$ cat src/rtl/pipelined_ripple_subtractor.sv
// -----------------------------------------------------------------------------
// pipelined_ripple_subtractor
//
// Purpose:
//   Pipelined N-bit ripple-borrow subtractor computing Diff = A - B - Bin
//   (mod 2^WIDTH). A chain of full-subtractor cells is cut every STAGE_BITS
//   bits by a pipeline register, so L = WIDTH / STAGE_BITS stages are used.
//   A beat enters stage 0 on the accepting edge and reaches the output
//   registers L-1 edges later. Flow control is valid/ready with one global
//   stall; bubbles are not collapsed.
//
// Data movement per stage k (bits [k*S +: S], S = STAGE_BITS):
//   - the S-bit slice of A and B is taken from the skew registers of stage k-1
//     (stage 0 takes it from the ports), together with the registered borrow
//   - resolved Diff bits accumulate: stage k holds Diff[(k+1)*S-1:0]
//   - still-unresolved upper operand bits ride along in per-stage registers
//
// Parameters:
//   WIDTH       operand width in bits (>= 2)
//   STAGE_BITS  bits resolved per stage (WIDTH % STAGE_BITS == 0)
//
// Ports:
//   clk        rising-edge clock
//   rst_n      synchronous active-low reset
//   in_valid   operand beat present
//   in_ready   block can accept a beat this cycle (combinational, = ~stall)
//   A, B       minuend, subtrahend
//   Bin        borrow in
//   out_valid  result beat present (last stage valid bit)
//   out_ready  downstream accepts result
//   Diff       A - B - Bin mod 2^WIDTH (last stage register)
//   Ovf        signed overflow, only when SUB_OVERFLOW_EN is defined
//   Bout       borrow out of the MSB; 1 when A < B + Bin (unsigned)
//
// Configuration macro:
//   SUB_OVERFLOW_EN  adds the registered Ovf output, aligned with Diff.
//                    Default build (undefined): no Ovf port, no extra logic.
// -----------------------------------------------------------------------------

// One-bit full subtractor: d = a - b - bi, bo = borrow out.
module full_subtractor (
    input  logic a,
    input  logic b,
    input  logic bi,
    output logic d,
    output logic bo
);
    assign d  = a ^ b ^ bi;
    assign bo = (~a & b) | (~(a ^ b) & bi);
endmodule

module pipelined_ripple_subtractor #(
    parameter int WIDTH      = 8,
    parameter int STAGE_BITS = 2
) (
    input  logic             clk,
    input  logic             rst_n,
    input  logic             in_valid,
    output logic             in_ready,
    input  logic [WIDTH-1:0] A,
    input  logic [WIDTH-1:0] B,
    input  logic             Bin,
    output logic             out_valid,
    input  logic             out_ready,
    output logic [WIDTH-1:0] Diff,
`ifdef SUB_OVERFLOW_EN
    output logic             Ovf,
`endif
    output logic             Bout
);

    localparam int S = STAGE_BITS;
    localparam int L = WIDTH / STAGE_BITS;

    // A valid result that is not taken freezes every stage in the same cycle.
    // An empty output slot never stalls, so bubbles keep draining.
    logic stall;

    assign stall    = out_valid & ~out_ready;
    assign in_ready = ~stall;

    for (genvar k = 0; k < L; k++) begin : g_stage
        localparam int DW = (k + 1) * S;   // Diff bits resolved after this stage
        localparam int RW = WIDTH - DW;    // operand bits still unresolved

        logic [S-1:0]  a_seg;
        logic [S-1:0]  b_seg;
        logic [S-1:0]  d_seg;
        logic [S:0]    bc;                 // borrow chain through this slice
        logic          valid_in;
        logic [DW-1:0] diff_d;

        logic          valid_q;
        logic          borrow_q;
        logic [DW-1:0] diff_q;

        // Per-bit ripple chain inside the slice.
        for (genvar j = 0; j < S; j++) begin : g_bit
            full_subtractor u_fs (
                .a  (a_seg[j]),
                .b  (b_seg[j]),
                .bi (bc[j]),
                .d  (d_seg[j]),
                .bo (bc[j+1])
            );
        end

        if (k == 0) begin : g_src
            // Stage 0 only advances when in_ready is high, so in_valid alone
            // is the accept condition here; otherwise a bubble is loaded.
            assign valid_in = in_valid;
            assign a_seg    = A[S-1:0];
            assign b_seg    = B[S-1:0];
            assign bc[0]    = Bin;
            assign diff_d   = d_seg;
        end else begin : g_src
            assign valid_in = g_stage[k-1].valid_q;
            assign a_seg    = g_stage[k-1].g_ops.a_rem_q[S-1:0];
            assign b_seg    = g_stage[k-1].g_ops.b_rem_q[S-1:0];
            assign bc[0]    = g_stage[k-1].borrow_q;
            assign diff_d   = {d_seg, g_stage[k-1].diff_q};
        end

        // Operand skew registers: the upper, not yet resolved bits of A and B.
        // The last stage has nothing left to carry.
        if (RW > 0) begin : g_ops
            logic [RW-1:0] a_rem_d;
            logic [RW-1:0] b_rem_d;
            logic [RW-1:0] a_rem_q;
            logic [RW-1:0] b_rem_q;

            if (k == 0) begin : g_rem_src
                assign a_rem_d = A[WIDTH-1:S];
                assign b_rem_d = B[WIDTH-1:S];
            end else begin : g_rem_src
                assign a_rem_d = g_stage[k-1].g_ops.a_rem_q[RW+S-1:S];
                assign b_rem_d = g_stage[k-1].g_ops.b_rem_q[RW+S-1:S];
            end

            always_ff @(posedge clk) begin
                if (!rst_n) begin
                    a_rem_q <= '0;
                    b_rem_q <= '0;
                end else if (!stall) begin
                    a_rem_q <= a_rem_d;
                    b_rem_q <= b_rem_d;
                end
            end
        end

        // NOTE: every pipeline register, data included, is cleared by reset so
        // that Diff/Bout read 0 out of reset and no stale beat data survives;
        // these are flops, not a memory array, so the reset costs nothing odd.
        // NOTE: sequential state uses non-blocking assignments so that every
        // stage samples its predecessor's pre-edge value, which is what makes
        // the registers behave as a shift pipeline.
        always_ff @(posedge clk) begin
            if (!rst_n) begin
                valid_q  <= 1'b0;
                borrow_q <= 1'b0;
                diff_q   <= '0;
            end else if (!stall) begin
                valid_q  <= valid_in;
                borrow_q <= bc[S];
                diff_q   <= diff_d;
            end
        end

`ifdef SUB_OVERFLOW_EN
        // The operand MSBs arrive at the last stage through the skew registers,
        // so overflow is formed there from the MSB slice and registered with Diff.
        if (k == L - 1) begin : g_ovf
            logic ovf_q;

            always_ff @(posedge clk) begin
                if (!rst_n) begin
                    ovf_q <= 1'b0;
                end else if (!stall) begin
                    ovf_q <= (a_seg[S-1] ^ b_seg[S-1]) & (a_seg[S-1] ^ d_seg[S-1]);
                end
            end
        end
`endif
    end

    // Outputs come straight from the last stage registers.
    assign out_valid = g_stage[L-1].valid_q;
    assign Diff      = g_stage[L-1].diff_q;
    assign Bout      = g_stage[L-1].borrow_q;
`ifdef SUB_OVERFLOW_EN
    assign Ovf       = g_stage[L-1].g_ovf.ovf_q;
`endif

endmodule

$ cat config.mk
export PLATFORM = sky130hd
export DESIGN_NAME = pipelined_ripple_subtractor
export DESIGN_NICKNAME = d
export VERILOG_FILES = /design/src/rtl/pipelined_ripple_subtractor.sv
export SDC_FILE = /design/constraint.sdc
export NUM_CORES = 1
export LEC_CHECK = 0
export ABC_AREA = 0
export BUFFER_PORTS_ARGS = -buffer_cell sky130_fd_sc_hd__buf_2
export CORE_MARGIN = 2
export CORE_UTILIZATION = 25
export CTS_CLUSTER_DIAMETER = 150
export DETAILED_ROUTE_END_ITERATION = 8
export PLACE_DENSITY_LB_ADDON = 0.3
export RECOVER_POWER = 25
export SLEW_MARGIN = 20
export SYNTH_ARGS = -nofsm -noshare
export SYNTH_HDL_FRONTEND = slang
export SYNTH_SLANG_ARGS = --single-unit
$ cat constraint.sdc
create_clock -name clk -period 2 [get_ports clk]
set_input_delay 0.4 -clock clk [delete_from_list [all_inputs] [get_ports clk]]
set_output_delay 0.4 -clock clk [all_outputs]
set_load 0.05 [all_outputs]
Word-level counts from Yosys, hierarchy flattened
Cells that the tools add are included.

cells by class
  bitwise operators = 59

operator list
  operator       count
  $not A1 Y1     18
  $and A1 B1 Y1  17
  $xor A1 B1 Y1  16
  $or A1 B1 Y1   8

storage, ports and cells
  word-level logic and storage cells = 77
  flip-flop bits (word level) = 52
  input bits = 21
  output and inout port bits = 11

Longest topological paths before layout
  word-level depth = 6
  mapped depth = 6
  gate-level depth less buffers = 6

Cells and area by module
From an unflattened synthesis, not the netlist that was laid out.

second synthesis, totals
  cells, all modules = 228
  area total of the unflattened synthesis = 2,237.1 µm²

modules (own cells, without submodules)
  module                       area an instance (µm²)  cells each  times used  sequential area each (µm²)
  pipelined_ripple_subtractor  1,986.9                 196         1           1,041.0
  full_subtractor              31.3                    4           8           0.0

Least setup slack after synthesis
No wires, ideal clock.

  path kind = register to output
  start point = reg g_stage[3].valid_q, in the netlist out_valid
  end point = out in_ready
  buffers on the path = 2
  path slack = 282 ps
  arrival = 1,318 ps
  data required time = 1,600 ps
  stages on the path, launching flop included = 5
  cell sequence = dfxtp_1 nor2b_4 buf_6 inv_4 buf_6

between the ends
  longest elaborated chain between the ends = 2

RTL lines
  what                      RTL line  source
  start: declaration        93        logic valid_q;
  start signal: assignment  163       valid_q <= valid_in;
  $and A1 B1 Y1             79        assign stall = out_valid & ~out_ready;
  $not A1 Y1                80        assign in_ready = ~stall;
  end: declaration          59        output logic in_ready,

No other way between the ends.

Final worst setup path
Same ends and word-level chain as after synthesis.

==> results by group <==
Logic synthesis
  • Cells after synthesis: 211
  • Synth Area in Simple Gates: 0.145
  • Largest family of logic cells by synthesized area: multiplexers
  • Yosys cell types: 16
  • Post-synthesis mux area share: 0.200
  • Mapped Area: 0.00215 mm^2
  • Largest area contributor in the netlist: dfxtp_1
  • Synth Area in Compound Gates: 0.0338
  • Post-synthesis xor/xnor area fraction: 0
  • Syn nets: 240
  • Synth Warn #: 0
  • Synth area leaders: dfxtp_1 48%, mux2i_1 20%, nand2_1 11%
  • Adder-cell share of the synthesized area: 0.0746
  • Share of the synthesized area in the top cell type: 0.485
  • Yosys reg bits: 52
  • Sequential-to-total area share from yosys stat: 0.485
  • Syn Area/Cell: 10.2 um^2

Critical path
  • Crit path arrival time: 1.33 ns
  • CP Capture Type: output pin
  • CP Capture Point: in_ready
  • CP Launch Point: out_valid
  • Worst Path Required: 1.60 ns
  • R2R cell count: 3
  • CP max FO: 17
  • Worst stage delay on the critical path: 0.35 ns
  • Critical path class: reg -> out
  • FF-to-FF setup slack: 0.47 ns
  • Crit-path slowest cell: dfxtp_1
  • Worst r2r src: out_valid
  • FF-to-FF End: g_stage[2].g_ops.a_rem_q[0]
  • Cells along the critical path: nor2b_1 > inv_4 > buf_2
  • Crit start category: flip-flop

CTS
  • Num CTS Buffers: 5
  • CTS tree: built
  • Clock slew at reported path FFs: 0.09 ns
  • H-tree lvl count: 2
  • Clk buf depth: 2
  • CTS sink cnt: 52
  • Postcts setup bufs: 0
  • CTS root buf: clkbuf_8
  • Cts-stage hold buffer count: 0
  • Post-CTS sizing: 0
  • Clk_lat worst skew: 0.30 ns

Placed design
  • I/O Buffers: 31
  • RePlAce Congestion: 0.763
  • DP HPWL: 2710 um

Flow run
  • Max-cap violation count: 0

STA
  • Hold Vio Cnt, Final: 0
  • Slew Limit Fails: 0
  • Fmax: 578 MHz
  • Worst relative slew slack: 0.592
  • Final setup viols: 0
  • Hold_ws: 0.325 ns
  • Final Critical Period: 1.73 ns
  • RSZ-0062 raised after global routing: no
  • Slew @ Worst Pin: 0.615 ns
  • Final TNS setup: 0 ns
  • Final Cycle Share: 0.865
  • Fin Clk Skew: 0.00775 ns

Drt
  • Post-DRT Antenna Nets: 0
  • WL/cell: 11.2 um
  • Drt pass-1 iters: 4
  • Drt total wl: 3870 um
  • Routed via count: 1406
  • DRC violations left: 0
  • DRT iter0 DRCs: 53
  • Via/cell ratio: 4.05

Layout
  • Most frequent cells in the layout: 63 x nand2_1, 52 x dfxtp_1, 43 x mux2i_1, 27 x buf_2, 13 x inv_1
  • Fillers: 909
  • Layout area overhead: 16.4%
  • Post-Route Utilization: 0.303
  • Fraction of layout cells with a size suffix above 1: 0.169
  • Most common cell after layout, fill and taps aside: nand2_1
  • # diodes: 0
  • Final nets: 270

Die
  • CORE AREA: 0.00826 mm^2
  • Die X: 96.7 um
  • Die height: 96.7 um
  • Die area: 0.00935 mm^2
  • I/O Pins: 32
  • FP Rows: 33
  • Initial Util: 0.260

Global route
  • Largest net degree at the start of global routing: 37
  • Grt total ovfl: 0
  • First-pass GRT wire length: 6580 um
  • Initial antenna violation count: 0
  • Vias in the first global route: 1365
  • Total GRT Usage: 0.0866

Worst hold path
  • Hold Path Class: in -> reg
  • Worst hold stages: 3

Power and ir drop
  • VDD IR max: 0.000295 V
  • PwrDens: 827 mW/mm^2
  • Leakage: 0.989 nW
  • Pwr Total: 0.00207 W

Status
  • Outcome: completed
worst max-delay path: cells and delay by family, from the launching register on:
family	cells	cell delay, ns
flops	1	0.35
buf+inv	2	0.41
simple gates	1	0.26
where the power goes:
| group | total, W | internal, W | switching [W] |
|---|---|---|---|
| clock | 0.000714 | 0.000370 | 0.000343 |
| sequential | 0.00113 | 0.00110 | 0.0000269 |
| combinational | 0.000227 | 0.0000870 | 0.000140 |
| total | 0.00207 | 0.00156 | 0.000511 |
flip-flops by register name (all words and copies together), names as in the netlist:
signal and count:
Bout 1, g_stage.g_ops.a_rem_q 12, g_stage.diff_q 12, g_stage.g_ops.b_rem_q 12, out_valid 1, g_stage.borrow_q 3
g_stage.valid_q 3, Diff 8
synth_stat cells:
library cell,count
nand2_1,63
dfxtp_1,52
mux2i_1,43
inv_1,13
fa_1,8
nor3b_1,8
a211oi_1,7
clkbuf_1,5
buf_4,3
buf_2,2
buf_6,2
a211oi_2,1
buf_1,1
inv_4,1
nor2b_4,1
o21a_1,1
cell families after synthesis:
group                      count (synthesis)
adders and majority gates                  8
DFF                                       52
and+or+nand+nor                           72
muxes                                     43
buffers and inverters                     27
AOI/OAI and AO/OA                          9
per-layer routing:
metal,track usage,wire length [um],vias up
met5,0,0,-
met4,0.0423,80,0
met3,0.0246,161,8
met2,0.124,1620,26
met1,0.119,2020,630
li1,-,-,742
worst min path at each step:
stage	startpoint	end
6_report	B[3]	g_stage[0].g_ops.b_rem_q[1]
5_1_grt	B[3]	g_stage[0].g_ops.b_rem_q[1]
4_1_cts	B[3]	g_stage[0].g_ops.b_rem_q[1]
2_1_floorplan	g_stage[2].diff_q[4]	Diff[4]
3_5_place_dp	Diff[2]	Diff[2]
3_3_place_gp	Diff[0]	Diff[0]
final cells by class:
class	instances	area (um^2)	share of cell area
sequential	52	1040	0.416
multi-input combinational	132	961	0.384
timing repair buffer	36	200	0.0801
tap	105	131	0.0526
clock buffer	5	68.8	0.0275
inverter	14	55.1	0.0220
clock inverter	3	42.5	0.0170
through the flow:
step                instance area [um^2]  std cells  setup WS (ns)
floorplan                           2150        211          0.282
global placement                    2410        339          0.365
detailed placement                  2410        339          0.354
CTS                                 2520        347          0.286
global route                        2500        347          0.201
finish                              2500        347          0.270
Power figures use the tool's default switching activity.
